==> src/rtl/mvu_csr_apb_if.sv <==
// Command-side valid/ready channel and APB write bus between the CSR
// requester (master modport) and its environment (slave modport).
interface mvu_csr_apb_if #(
  parameter int BMVUA          = 3,
  parameter int APB_ADDR_WIDTH = 15,
  parameter int APB_DATA_WIDTH = 32
);
  logic                      cmd_valid;
  logic                      cmd_ready;
  logic [BMVUA-1:0]          cmd_mvu_id;
  logic [11:0]               cmd_csr;
  logic [APB_DATA_WIDTH-1:0] cmd_data;

  logic [APB_ADDR_WIDTH-1:0] paddr;
  logic                      psel;
  logic                      penable;
  logic                      pwrite;
  logic [APB_DATA_WIDTH-1:0] pwdata;
  logic                      pready;
  logic                      pslverr;

  modport master (
    input  cmd_valid, cmd_mvu_id, cmd_csr, cmd_data, pready, pslverr,
    output cmd_ready, paddr, psel, penable, pwrite, pwdata
  );

  modport slave (
    output cmd_valid, cmd_mvu_id, cmd_csr, cmd_data, pready, pslverr,
    input  cmd_ready, paddr, psel, penable, pwrite, pwdata
  );
endinterface

==> src/rtl/mvu_csr_apb_master.sv <==
// Buffers CSR write commands in a small FIFO and replays each one as a
// two-phase APB write towards the MVU CSR bank.
//
//   state  | meaning
//   -------+--------------------------------------------------------------
//   IDLE   | bus quiet; launches SETUP as soon as the FIFO holds an entry
//   SETUP  | psel=1, penable=0 for exactly one cycle
//   ACCESS | psel=1, penable=1 until pready; pops head on completion
module mvu_csr_apb_master #(
  parameter int NMVU           = 8,
  parameter int BMVUA          = 3,
  parameter int APB_ADDR_WIDTH = 15,
  parameter int APB_DATA_WIDTH = 32,
  parameter int FIFO_DEPTH     = 4,
  parameter int BERRCNT        = 8
) (
  input  logic               clk,
  input  logic               rst,
  mvu_csr_apb_if.master      bus,
  output logic               idle,
  output logic               err_sticky,
  output logic [BERRCNT-1:0] err_count,
  input  logic               err_clr
);

  localparam int PW    = $clog2(FIFO_DEPTH);
  localparam int CNT_W = PW + 1;

  if (APB_ADDR_WIDTH != BMVUA + 12 || NMVU > (1 << BMVUA) ||
      FIFO_DEPTH < 2 || (FIFO_DEPTH & (FIFO_DEPTH - 1)) != 0) begin : g_bad_cfg
    $error("mvu_csr_apb_master: inconsistent parameter set");
  end

  typedef enum logic [1:0] {
    S_IDLE   = 2'd0,
    S_SETUP  = 2'd1,
    S_ACCESS = 2'd2
  } state_e;

  state_e                    state_q;
  logic                      psel_q;
  logic                      penable_q;
  logic                      pwrite_q;
  logic [APB_ADDR_WIDTH-1:0] paddr_q;
  logic [APB_DATA_WIDTH-1:0] pwdata_q;

  logic [APB_ADDR_WIDTH-1:0] addr_mem [FIFO_DEPTH];
  logic [APB_DATA_WIDTH-1:0] data_mem [FIFO_DEPTH];
  logic [PW-1:0]             wr_ptr_q, wr_ptr_d;
  logic [PW-1:0]             rd_ptr_q, rd_ptr_d;
  logic [PW-1:0]             rd_ptr_nxt;
  logic [CNT_W-1:0]          count_q, count_d;

  logic                      err_sticky_q, err_sticky_d;
  logic [BERRCNT-1:0]        err_count_q, err_count_d;

  logic                      push, pop, more;
  logic [APB_ADDR_WIDTH-1:0] push_addr, head_addr, next_addr;
  logic [APB_DATA_WIDTH-1:0] head_data, next_data;

  assign bus.cmd_ready = !rst && (count_q < CNT_W'(FIFO_DEPTH));

  assign push      = bus.cmd_valid && bus.cmd_ready;
  assign pop       = (state_q == S_ACCESS) && bus.pready;
  assign push_addr = {bus.cmd_mvu_id, bus.cmd_csr};

  assign rd_ptr_nxt = rd_ptr_q + PW'(1);
  assign head_addr  = addr_mem[rd_ptr_q];
  assign head_data  = data_mem[rd_ptr_q];

  // With a single entry being popped, the only successor is the command
  // being pushed this very cycle; it is not in the array yet, so bypass it.
  assign more      = (count_q > CNT_W'(1)) || push;
  assign next_addr = (count_q > CNT_W'(1)) ? addr_mem[rd_ptr_nxt] : push_addr;
  assign next_data = (count_q > CNT_W'(1)) ? data_mem[rd_ptr_nxt] : bus.cmd_data;

  always_comb begin
    wr_ptr_d = wr_ptr_q;
    rd_ptr_d = rd_ptr_q;
    count_d  = count_q;
    if (push) wr_ptr_d = wr_ptr_q + PW'(1);
    if (pop)  rd_ptr_d = rd_ptr_nxt;
    if (push && !pop)      count_d = count_q + CNT_W'(1);
    else if (pop && !push) count_d = count_q - CNT_W'(1);
  end

  always_ff @(posedge clk) begin
    if (push) begin
      addr_mem[wr_ptr_q] <= push_addr;
      data_mem[wr_ptr_q] <= bus.cmd_data;
    end
  end

  always_ff @(posedge clk) begin
    if (rst) begin
      wr_ptr_q <= '0;
      rd_ptr_q <= '0;
      count_q  <= '0;
    end else begin
      wr_ptr_q <= wr_ptr_d;
      rd_ptr_q <= rd_ptr_d;
      count_q  <= count_d;
    end
  end

  always_ff @(posedge clk) begin
    if (rst) begin
      state_q   <= S_IDLE;
      psel_q    <= 1'b0;
      penable_q <= 1'b0;
      pwrite_q  <= 1'b0;
      paddr_q   <= '0;
      pwdata_q  <= '0;
    end else begin
      case (state_q)
        S_IDLE: begin
          if (count_q != '0) begin
            state_q  <= S_SETUP;
            psel_q   <= 1'b1;
            pwrite_q <= 1'b1;
            paddr_q  <= head_addr;
            pwdata_q <= head_data;
          end
        end
        S_SETUP: begin
          state_q   <= S_ACCESS;
          penable_q <= 1'b1;
        end
        S_ACCESS: begin
          if (bus.pready) begin
            penable_q <= 1'b0;
            if (more) begin
              state_q  <= S_SETUP;
              paddr_q  <= next_addr;
              pwdata_q <= next_data;
            end else begin
              state_q  <= S_IDLE;
              psel_q   <= 1'b0;
              pwrite_q <= 1'b0;
            end
          end
        end
        default: begin
          state_q   <= S_IDLE;
          psel_q    <= 1'b0;
          penable_q <= 1'b0;
          pwrite_q  <= 1'b0;
        end
      endcase
    end
  end

  // A clear that coincides with an error completion still records that error.
  always_comb begin
    err_sticky_d = err_sticky_q;
    err_count_d  = err_count_q;
    if (pop && bus.pslverr) begin
      err_sticky_d = 1'b1;
      if (err_clr)              err_count_d = BERRCNT'(1);
      else if (!(&err_count_q)) err_count_d = err_count_q + BERRCNT'(1);
    end else if (err_clr) begin
      err_sticky_d = 1'b0;
      err_count_d  = '0;
    end
  end

  always_ff @(posedge clk) begin
    if (rst) begin
      err_sticky_q <= 1'b0;
      err_count_q  <= '0;
    end else begin
      err_sticky_q <= err_sticky_d;
      err_count_q  <= err_count_d;
    end
  end

  assign bus.psel    = psel_q;
  assign bus.penable = penable_q;
  assign bus.pwrite  = pwrite_q;
  assign bus.paddr   = paddr_q;
  assign bus.pwdata  = pwdata_q;

  assign idle       = (count_q == '0) && (state_q == S_IDLE);
  assign err_sticky = err_sticky_q;
  assign err_count  = err_count_q;

endmodule
==> src/flat_wrapper.sv <==
// flat-port wrapper written by rule: the top's interface ports become plain ports
module mvu_csr_apb_master_flat 
#(
  parameter int NMVU           = 8,
  parameter int BMVUA          = 3,
  parameter int APB_ADDR_WIDTH = 15,
  parameter int APB_DATA_WIDTH = 32,
  parameter int FIFO_DEPTH     = 4,
  parameter int BERRCNT        = 8
)
  (clk, rst, idle, err_sticky, err_count, err_clr, bus_cmd_valid, bus_cmd_mvu_id, bus_cmd_csr, bus_cmd_data, bus_pready, bus_pslverr, bus_cmd_ready, bus_paddr, bus_psel, bus_penable, bus_pwrite, bus_pwdata);
  mvu_csr_apb_if #(.BMVUA(BMVUA), .APB_ADDR_WIDTH(APB_ADDR_WIDTH), .APB_DATA_WIDTH(APB_DATA_WIDTH)) bus_i ();
  input  logic clk;
  input  logic rst;
  output logic idle;
  output logic err_sticky;
  output logic [BERRCNT-1:0] err_count;
  input  logic err_clr;
  input wire logic [$bits(bus_i.cmd_valid)-1:0] bus_cmd_valid;
  input wire logic [$bits(bus_i.cmd_mvu_id)-1:0] bus_cmd_mvu_id;
  input wire logic [$bits(bus_i.cmd_csr)-1:0] bus_cmd_csr;
  input wire logic [$bits(bus_i.cmd_data)-1:0] bus_cmd_data;
  input wire logic [$bits(bus_i.pready)-1:0] bus_pready;
  input wire logic [$bits(bus_i.pslverr)-1:0] bus_pslverr;
  output wire logic [$bits(bus_i.cmd_ready)-1:0] bus_cmd_ready;
  output wire logic [$bits(bus_i.paddr)-1:0] bus_paddr;
  output wire logic [$bits(bus_i.psel)-1:0] bus_psel;
  output wire logic [$bits(bus_i.penable)-1:0] bus_penable;
  output wire logic [$bits(bus_i.pwrite)-1:0] bus_pwrite;
  output wire logic [$bits(bus_i.pwdata)-1:0] bus_pwdata;
  assign bus_i.cmd_valid = bus_cmd_valid;
  assign bus_i.cmd_mvu_id = bus_cmd_mvu_id;
  assign bus_i.cmd_csr = bus_cmd_csr;
  assign bus_i.cmd_data = bus_cmd_data;
  assign bus_i.pready = bus_pready;
  assign bus_i.pslverr = bus_pslverr;
  assign bus_cmd_ready = bus_i.cmd_ready;
  assign bus_paddr = bus_i.paddr;
  assign bus_psel = bus_i.psel;
  assign bus_penable = bus_i.penable;
  assign bus_pwrite = bus_i.pwrite;
  assign bus_pwdata = bus_i.pwdata;
  mvu_csr_apb_master #(.NMVU(NMVU), .BMVUA(BMVUA), .APB_ADDR_WIDTH(APB_ADDR_WIDTH), .APB_DATA_WIDTH(APB_DATA_WIDTH), .FIFO_DEPTH(FIFO_DEPTH), .BERRCNT(BERRCNT)) u_core (.clk(clk), .rst(rst), .bus(bus_i), .idle(idle), .err_sticky(err_sticky), .err_count(err_count), .err_clr(err_clr));
endmodule
==> config.mk <==
export PLATFORM = sky130hd
export DESIGN_NAME = mvu_csr_apb_master_flat
export DESIGN_NICKNAME = d
export VERILOG_FILES = /design/src/rtl/mvu_csr_apb_if.sv /design/src/rtl/mvu_csr_apb_master.sv /design/src/flat_wrapper.sv
export SDC_FILE = /design/constraint.sdc
export NUM_CORES = 1
export LEC_CHECK = 0
export ABC_AREA = 1
export CAP_MARGIN = 20
export CORE_MARGIN = 5
export CORE_UTILIZATION = 59
export CTS_CLUSTER_SIZE = 14
export DETAILED_ROUTE_END_ITERATION = 10
export PLACE_DENSITY = 0.87
export SLEW_MARGIN = 20
export SYNTH_ARGS = -nofsm -noshare
export SYNTH_HDL_FRONTEND = slang
export SYNTH_SLANG_ARGS = --single-unit
==> constraint.sdc <==
create_clock -name clk -period 5.25 [get_ports clk]
set_clock_uncertainty 0.1 [all_clocks]
set_input_delay 1.3125 -clock clk [delete_from_list [all_inputs] [get_ports clk]]
set_output_delay 1.3125 -clock clk [all_outputs]
set_load 0.05 [all_outputs]
[Word-level counts from Yosys, hierarchy flattened]
Memory sizes are Yosys's and may differ from the RTL's. A register that Yosys moved wholly into a read port is not among the register bits.
Cells that the tools add are included.
Operators by class
  add/sub/neg operators: 5
  order comparisons: 2
  equality and inequality tests: 7
  multiplexer cells: 34
  bitwise gates (word level): 2
  reductions and logical operators: 23
Operators with widths (count)
  32-bit 2-to-1 mux: 4
  32-bit one-hot mux with 2 select lines: 1
  15-bit 2-to-1 mux: 4
  8-bit 2-to-1 mux: 4
  15-bit one-hot mux with 2 select lines: 1
  2-bit 2-to-1 mux: 6
  1-bit 2-to-1 mux: 9
  8-bit by 1-bit adder with 8-bit output (second input constant): 1
  4-bit AND reduction: 2
  8-bit AND reduction: 1
  1-bit logical AND: 7
  3-bit 2-to-1 mux: 2
  2-bit inequality test (second input constant): 3
  1-bit one-hot mux with 3 select lines: 2
  2-bit one-hot mux with 3 select lines: 1
  2-bit AND reduction: 3
  2-bit nonzero test: 3
  2-bit by 1-bit adder with 2-bit output (second input constant): 2
  2-bit by 1-bit inequality test with 1-bit output (second input constant): 2
  3-bit by 1-bit adder with 3-bit output (second input constant): 1
  3-bit by 1-bit > comparator with 1-bit output (second input constant): 1
  1-bit zero test: 3
  3-bit zero test: 1
  3-bit less-than comparator (second input constant): 1
  other kinds (7): 8
Storage, ports and cells
  register bits: 67
  bits in writable memories: 188
  input bits: 53
  output and inout port bits: 61
  word-level logic and storage cells: 85
  memories kept: 2
Memory list
  u_core.data_mem: depth 4, width 32, rd ports 2, clocked after memory_dff 1, write ports 1, line mvu_csr_apb_master.sv:48  | logic [APB_DATA_WIDTH-1:0] data_mem [FIFO_DEPTH];
  u_core.addr_mem: depth 4, width 15, rd ports 2, clocked after memory_dff 1, write ports 1, line mvu_csr_apb_master.sv:47  | logic [APB_ADDR_WIDTH-1:0] addr_mem [FIFO_DEPTH];

[Logic depth before layout (Yosys ltp)]
Gate-level depths: netlist (run 1).
  word-level depth: 7
  mapped depth: 12
  gate-level depth less buffers: 10

[Worst setup path before layout (run 1)]
Ideal clock, no wire load.
  kind: input to register
  from: input port rst
  to: memory u_core.addr_mem[0][0], enable pin
  library setup time: 451 ps
  arrival time: 4476 ps
  required time: 4699 ps
  path slack: 222 ps
  stages on the path: 5
  path buffers: 2
  cells stage by stage: buf_2 -> nor2_1 -> nand2_1 -> buf_2 -> nor2_1
On the way
  cells in the longest elaborated chain, start to end: 5
RTL lines
  from (decl): line flat_wrapper.sv:14  | input logic rst;
  1-bit zero test: line mvu_csr_apb_master.sv:61  | assign bus.cmd_ready = !rst && (count_q < CNT_W'(FIFO_DEPTH));
  1-bit logical AND: line mvu_csr_apb_master.sv:61
  named net bus_cmd_ready: line flat_wrapper.sv:25  | output wire logic [$bits(bus_i.cmd_ready)-1:0] bus_cmd_ready;
  1-bit logical AND: line mvu_csr_apb_master.sv:63  | assign push = bus.cmd_valid && bus.cmd_ready;
  1-bit 2-to-1 mux: line mvu_csr_apb_master.sv:88  | if (push) begin
  1-bit 2-to-1 mux (implied by the code): line mvu_csr_apb_master.sv:89  | addr_mem[wr_ptr_q] <= push_addr;
  to (decl): line mvu_csr_apb_master.sv:47
The timed path passes the listed nets, and every way through them passes these cells.

[Final worst setup path (run 1)]
  from: input port rst
  to: output port bus_cmd_ready
On the way
  cells in the longest elaborated chain, start to end: 2
RTL lines (line)
  1-bit zero test: mvu_csr_apb_master.sv:61
  1-bit logical AND: mvu_csr_apb_master.sv:61
  to (decl): flat_wrapper.sv:25
Every way passes these cells.

==> results of run 1 <==
-- tightest hold or removal path: stages (launching register included) --
cell     delay, ps
dfxtp_1        330
nand2_1         50
o21ai_0         50
-- metrics by stage --
step	cell area (um2)	std cells
after CTS	15700	2243
after floorplan	13600	1883
final	15700	2244
after global placement	14900	2191
after detailed placement	14900	2191
after global routing	15700	2244
-- registers in the layout, summed over array words and instances (netlist names), named ones only --
register,count
u_core.data_mem,128
u_core.addr_mem,60
u_core.bus.pwdata,32
u_core.bus.paddr,15
u_core.err_count,8
u_core.count_q,3
u_core.rd_ptr_q,2
u_core.state_q,2
u_core.wr_ptr_q,2
u_core.bus.penable,1
u_core.bus.pwrite,1
u_core.err_sticky,1
-- routing by layer --
layer,wire length [um],track usage
met5,0,0
met4,1380,0.123
met3,3470,0.0416
met2,18000,0.471
met1,13100,0.326
-- cell families after synthesis --
family          after synthesis  share of synthesized area
simple gates               1256                      0.365
buf+inv                     331                     0.0998
xor+xnor                      1                   0.000642
flops                       257                      0.515
fa+ha+maj                    10                    0.00917
compound gates               28                     0.0105
-- cell type report --
class	count	share of cell area
repair buffers	128	0.0821
flip-flops and latches	257	0.447
diodes	1	0.000159
clock buffers	45	0.0540
inverters	226	0.0539
multi-input cells	1295	0.338
clock inverters	7	0.00230
well taps	285	0.0226
-- power by group through the flow --
stage          Combinational, W  Sequential, W  Clock (W)
6_report                0.00200        0.00246    0.00190
5_1_grt                 0.00218        0.00248    0.00199
4_1_cts                 0.00200        0.00246    0.00190
3_5_place_dp            0.00198        0.00250          0
3_3_place_gp            0.00194        0.00250          0
2_1_floorplan          0.000985        0.00292          0
-- cell usage in the layout, fill, tap and decap left out, drive strengths merged --
cell / instances
nand2: 703
edfxtp: 188
clkinv: 7
dfxtp: 69
buf: 15
clkdlybuf4s50: 113
nand4: 2
nand3: 199
nor3: 1
o21bai: 1
a21oi: 16
diode: 1
nand3b: 1
inv: 226
clkbuf: 45
ha: 10
o21ai: 11
xnor2: 1
nor2: 350
-- path summary, 6_finish.rpt --
check	start	to	slack, ps	cells after the start
setup / recovery	rst	bus_cmd_ready	950	3
hold / removal	u_core.err_sticky$_SDFFE_PP0P_	u_core.err_sticky$_SDFFE_PP0P_	370	2
setup reg to reg	u_core.rd_ptr_q[0]$_SDFFE_PP0P_	u_core.bus.pwdata[14]$_SDFFE_PP0P_	2040	9
hold reg to reg	u_core.err_sticky$_SDFFE_PP0P_	u_core.err_sticky$_SDFFE_PP0P_	370	2
==> flow_summary.json, run 1 <==
{
  "synth_area_leaders": "edfxtp_1 41%, nand2_1 19%, dfxtp_1 10%, nor2_1 9.6%, nand3_1 7.3%",
  "gp_congestion": 0.825,
  "cts.path.max_buffers": 3,
  "io_buffers": 113,
  "synth_top_flop_cell": "edfxtp_1",
  "ios": 114,
  "multi_input_area_um2": 5320,
  "syn_to_final_growth_pct": 15.4,
  "antenna_found_initial": 1,
  "tightest_slew_ps": 1150,
  "nets": 1999,
  "dp_hpwl_mm": 19.5,
  "power_w": 0.00636,
  "grt_max_degree": 96,
  "fin_hold_ws_ps": 366,
  "synth_commonest_cells": "703 x nand2_1, 349 x nor2_1, 220 x inv_1",
  "period_share": 0.819,
  "crit_arrival_ps": 2890,
  "post_cts_buffers": 0,
  "worst_setup_path_start_kind": "input pin",
  "hp-class": "reg -> reg",
  "grt_pass1_wl_mm": 57.9,
  "synth_top_area_frac": 0.414,
  "drcViolationCount": 0,
  "cpPeakStageDelay_ps": 820,
  "timing.critical_path.cells": "clkdlybuf4s50_1, nor2_1, clkdlybuf4s50_1",
  "tns_ps": 0,
  "crit_top_cell": "clkdlybuf4s50_1",
  "yosysWarnings": 0,
  "slew-limit-headroom": 0.231,
  "powerDensity_nw_per_um2": 404,
  "ant_nets": 0,
  "coreArea_um2": 22700,
  "grt_pass1_vias": 12100,
  "cp_data_required_time_ps": 3840,
  "critical_path_class": "in -> out",
  "yosysTopAreaCell": "edfxtp_1",
  "nFillCells": 1728,
  "pwr-share-seq": 0.387,
  "synth_cell_types": 22,
  "yosysSeqAreaShare": 0.515,
  "cp_slowest_cell": "clkdlybuf4s50_1",
  "path_buf_inv": 2,
  "dieArea_um2": 26300,
  "cp_top_family": "buffers and inverters",
  "hold_buffers": 0,
  "yosysMostFrequentCell": "nand2_1",
  "syn_area_um2": 13600,
  "p_int_w": 0.00408,
  "synth_cells": 1883,
  "die_h_um": 162,
  "critPathMaxFanout": 9,
  "setup_viol": 0,
  "synth-edff-count": 188,
  "wl_per_cell_um": 16.0,
  "rsz0062_at_grt": "no",
  "timing.final.crit_period_ps": 4300,
  "cts_buffers": 28,
  "cts_sinks": 257,
  "firstDrtPassIters": 7,
  "clock_latency_ps": 540,
  "synthesis.nets": 1946,
  "max_freq_mhz": 233,
  "drt_iter0_markers": 1337,
  "max-cap-violations": 0,
  "die_x_um": 162,
  "vias": 12300,
  "post_cts_resized": 0,
  "slew_viol_final": 0,
  "vias_per_cell": 5.47,
  "place_ws_ps": 948,
  "pwr-share-clk": 0.298,
  "async_reset_ff_frac": 0,
  "grt_overflow": 0,
  "synth-seq-cells": 257,
  "p_sw_w": 0.00228,
  "start_util": 0.601,
  "routed_wl_mm": 35.9,
  "switching_share": 0.359,
  "leakage_nw": 7.39,
  "htreeDepth": 1,
  "worstSetupEndpointType": "output port",
  "status": "finished clean",
  "cts_tree": "built",
  "root_buffer": "clkbuf_16",
  "finalCoreUtilization": 0.693,
  "syn-mean-instance-area_um2": 7.25,
  "ir_worst_vdd_mv": 0.351,
  "finalHoldViolations": 0,
  "regArea_um2": 7040,
  "power_frac_comb": 0.315,
  "grt_util_all_layers": 0.268,
  "clk_pin_slew_ps": 60,
  "drive_gt1_frac": 0.0393,
  "setup_ws_ps": 951,
  "num_rows": 55
}
Note: power is estimated with default switching activity, not from simulation.
==> run 2: changes to the inputs <==
clock period = 4.4 ns   (was 5.25 ns; I/O delays follow)
==> run 2 against run 1 <==
Setup slack lost 460 ps. Worst hold slack worse by 2.9 ps. Core utilization increased by 0.15 points. Clock power increased by 19%. Cell count is 0.31% higher. Sequential cell count stayed put.
==> flow_summary.json, run 2 (synthesized netlist as in run 1, its figures left out) <==
{
  "cts.path.max_buffers": 3,
  "multi_input_area_um2": 5320,
  "cts_tree": "built",
  "place_ws_ps": 464,
  "grt_overflow": 0,
  "powerDensity_nw_per_um2": 482,
  "critical_path_class": "in -> out",
  "critPathMaxFanout": 9,
  "post_cts_resized": 0,
  "coreArea_um2": 22700,
  "power_frac_comb": 0.315,
  "worst_setup_path_start_kind": "input pin",
  "largest-register": "u_core.data_mem",
  "grt_max_degree": 96,
  "antenna_found_initial": 2,
  "fin_area_um2": 15800,
  "grt_pass1_wl_mm": 57.5,
  "period_share": 0.889,
  "clk_pin_slew_ps": 60,
  "root_buffer": "clkbuf_16",
  "vias_per_cell": 5.45,
  "pwr-share-seq": 0.386,
  "io_buffers": 113,
  "leakage_nw": 7.43,
  "switching_share": 0.357,
  "drcViolationCount": 0,
  "gp_congestion": 0.846,
  "post_cts_buffers": 0,
  "setup_viol": 0,
  "final_cell_mix": "698 x nand2_1, 345 x nor2_1, 219 x inv_1, 197 x nand3_1, 188 x edfxtp_1",
  "cp_slowest_cell": "clkdlybuf4s50_1",
  "regArea_um2": 7040,
  "nFillCells": 1746,
  "ios": 114,
  "htreeDepth": 1,
  "dp_hpwl_mm": 20.5,
  "finalHoldViolations": 0,
  "power_w": 0.00761,
  "timing.critical_path.cells": "clkdlybuf4s50_1, nor2_1, clkdlybuf4s50_1",
  "crit_top_cell": "clkdlybuf4s50_1",
  "setup_ws_ps": 488,
  "ant_nets": 0,
  "largest_reg_flops": 128,
  "syn_to_final_growth_pct": 15.7,
  "cpPeakStageDelay_ps": 830,
  "max_freq_mhz": 256,
  "firstDrtPassIters": 8,
  "nets": 2007,
  "max-cap-violations": 0,
  "start_util": 0.601,
  "slew_viol_final": 0,
  "crit_arrival_ps": 2710,
  "layout_commonest_cell": "nand2_1",
  "cp_data_required_time_ps": 3200,
  "grt_pass1_vias": 11900,
  "status": "finished clean",
  "rsz0062_at_grt": "no",
  "vias": 12300,
  "dp_cells": 2199,
  "hold_buffers": 0,
  "die_x_um": 162,
  "routed_wl_mm": 36.1,
  "slew-limit-headroom": 0.230,
  "dieArea_um2": 26300,
  "drive_gt1_frac": 0.0433,
  "num_rows": 55,
  "clock_latency_ps": 540,
  "placed_area_um2": 14900,
  "p_sw_w": 0.00272,
  "tightest_slew_ps": 1150,
  "pwr-share-clk": 0.298,
  "wl_per_cell_um": 16.0,
  "worstSetupEndpointType": "output port",
  "drt_iter0_markers": 1287,
  "timing.final.crit_period_ps": 3910,
  "cts_buffers": 27,
  "hp-class": "reg -> reg",
  "die_h_um": 162,
  "grt_util_all_layers": 0.267,
  "p_int_w": 0.00490,
  "instances_no_fill": 2251,
  "ir_worst_vdd_mv": 0.393,
  "cts_sinks": 257
}
==> run 2: cell count changes in the layout (fill, tap and decap cells not counted), moves of 2 or more <==
cell	before	now
buf_4	11	22
bufinv_16	0	2
clkinv_2	5	3
buf_12	4	1
clkbuf_16	30	27
==> run 2: worst paths after layout <==
kind | from | endpoint | slack (ps) | cells after the start
max | rst | bus_cmd_ready | 490 | 3
min | u_core.err_count[4]$_SDFFE_PP0P_ | u_core.err_count[4]$_SDFFE_PP0P_ | 360 | 2
max reg2reg | u_core.rd_ptr_q[0]$_SDFFE_PP0P_ | u_core.bus.pwdata[1]$_SDFFE_PP0P_ | 1530 | 10
min reg2reg | u_core.err_count[4]$_SDFFE_PP0P_ | u_core.err_count[4]$_SDFFE_PP0P_ | 360 | 2
==> run 2: metal layers <==
metal / wire [um] / GRT usage / up-vias
met5: 11 / 0 / -
met4: 1400 / 0.146 / 2
met3: 3600 / 0.0401 / 129
met2: 17800 / 0.464 / 706
met1: 13300 / 0.321 / 5516
li1: - / - / 5913
==> run 2: worst max-delay path: cells and delay by family <==
family        cells  cell delay [ps]
buf+inv           2             1410
simple gates      1              210
==> run 2: area by class of cell <==
class                           count  area share
Inverter                          226      0.0539
Timing Repair Buffer              137      0.0851
Sequential cell                   257       0.446
Antenna cell                        1    0.000159
Clock inverter                      9     0.00634
Multi-Input combinational cell   1295       0.337
Tap cell                          285      0.0226
Clock buffer                       41      0.0493
==> run 2: power groups by stage <==
stage	clock network [W]	logic, W	registers [W]
after floorplan	0	0.00118	0.00348
after global placement	0	0.00233	0.00298
after detailed placement	0	0.00238	0.00299
after CTS	0.00228	0.00239	0.00294
after global routing	0.00238	0.00260	0.00297
final	0.00227	0.00240	0.00294
==> run 2: through the flow <==
step,hold slack [ps],setup TNS [ps],utilization
finish,363,0,0.695
floorplan,390,-78040,-
global placement,350,0,0.655
detailed placement,358,0,0.655
global route,401,0,0.695
CTS,368,0,0.694
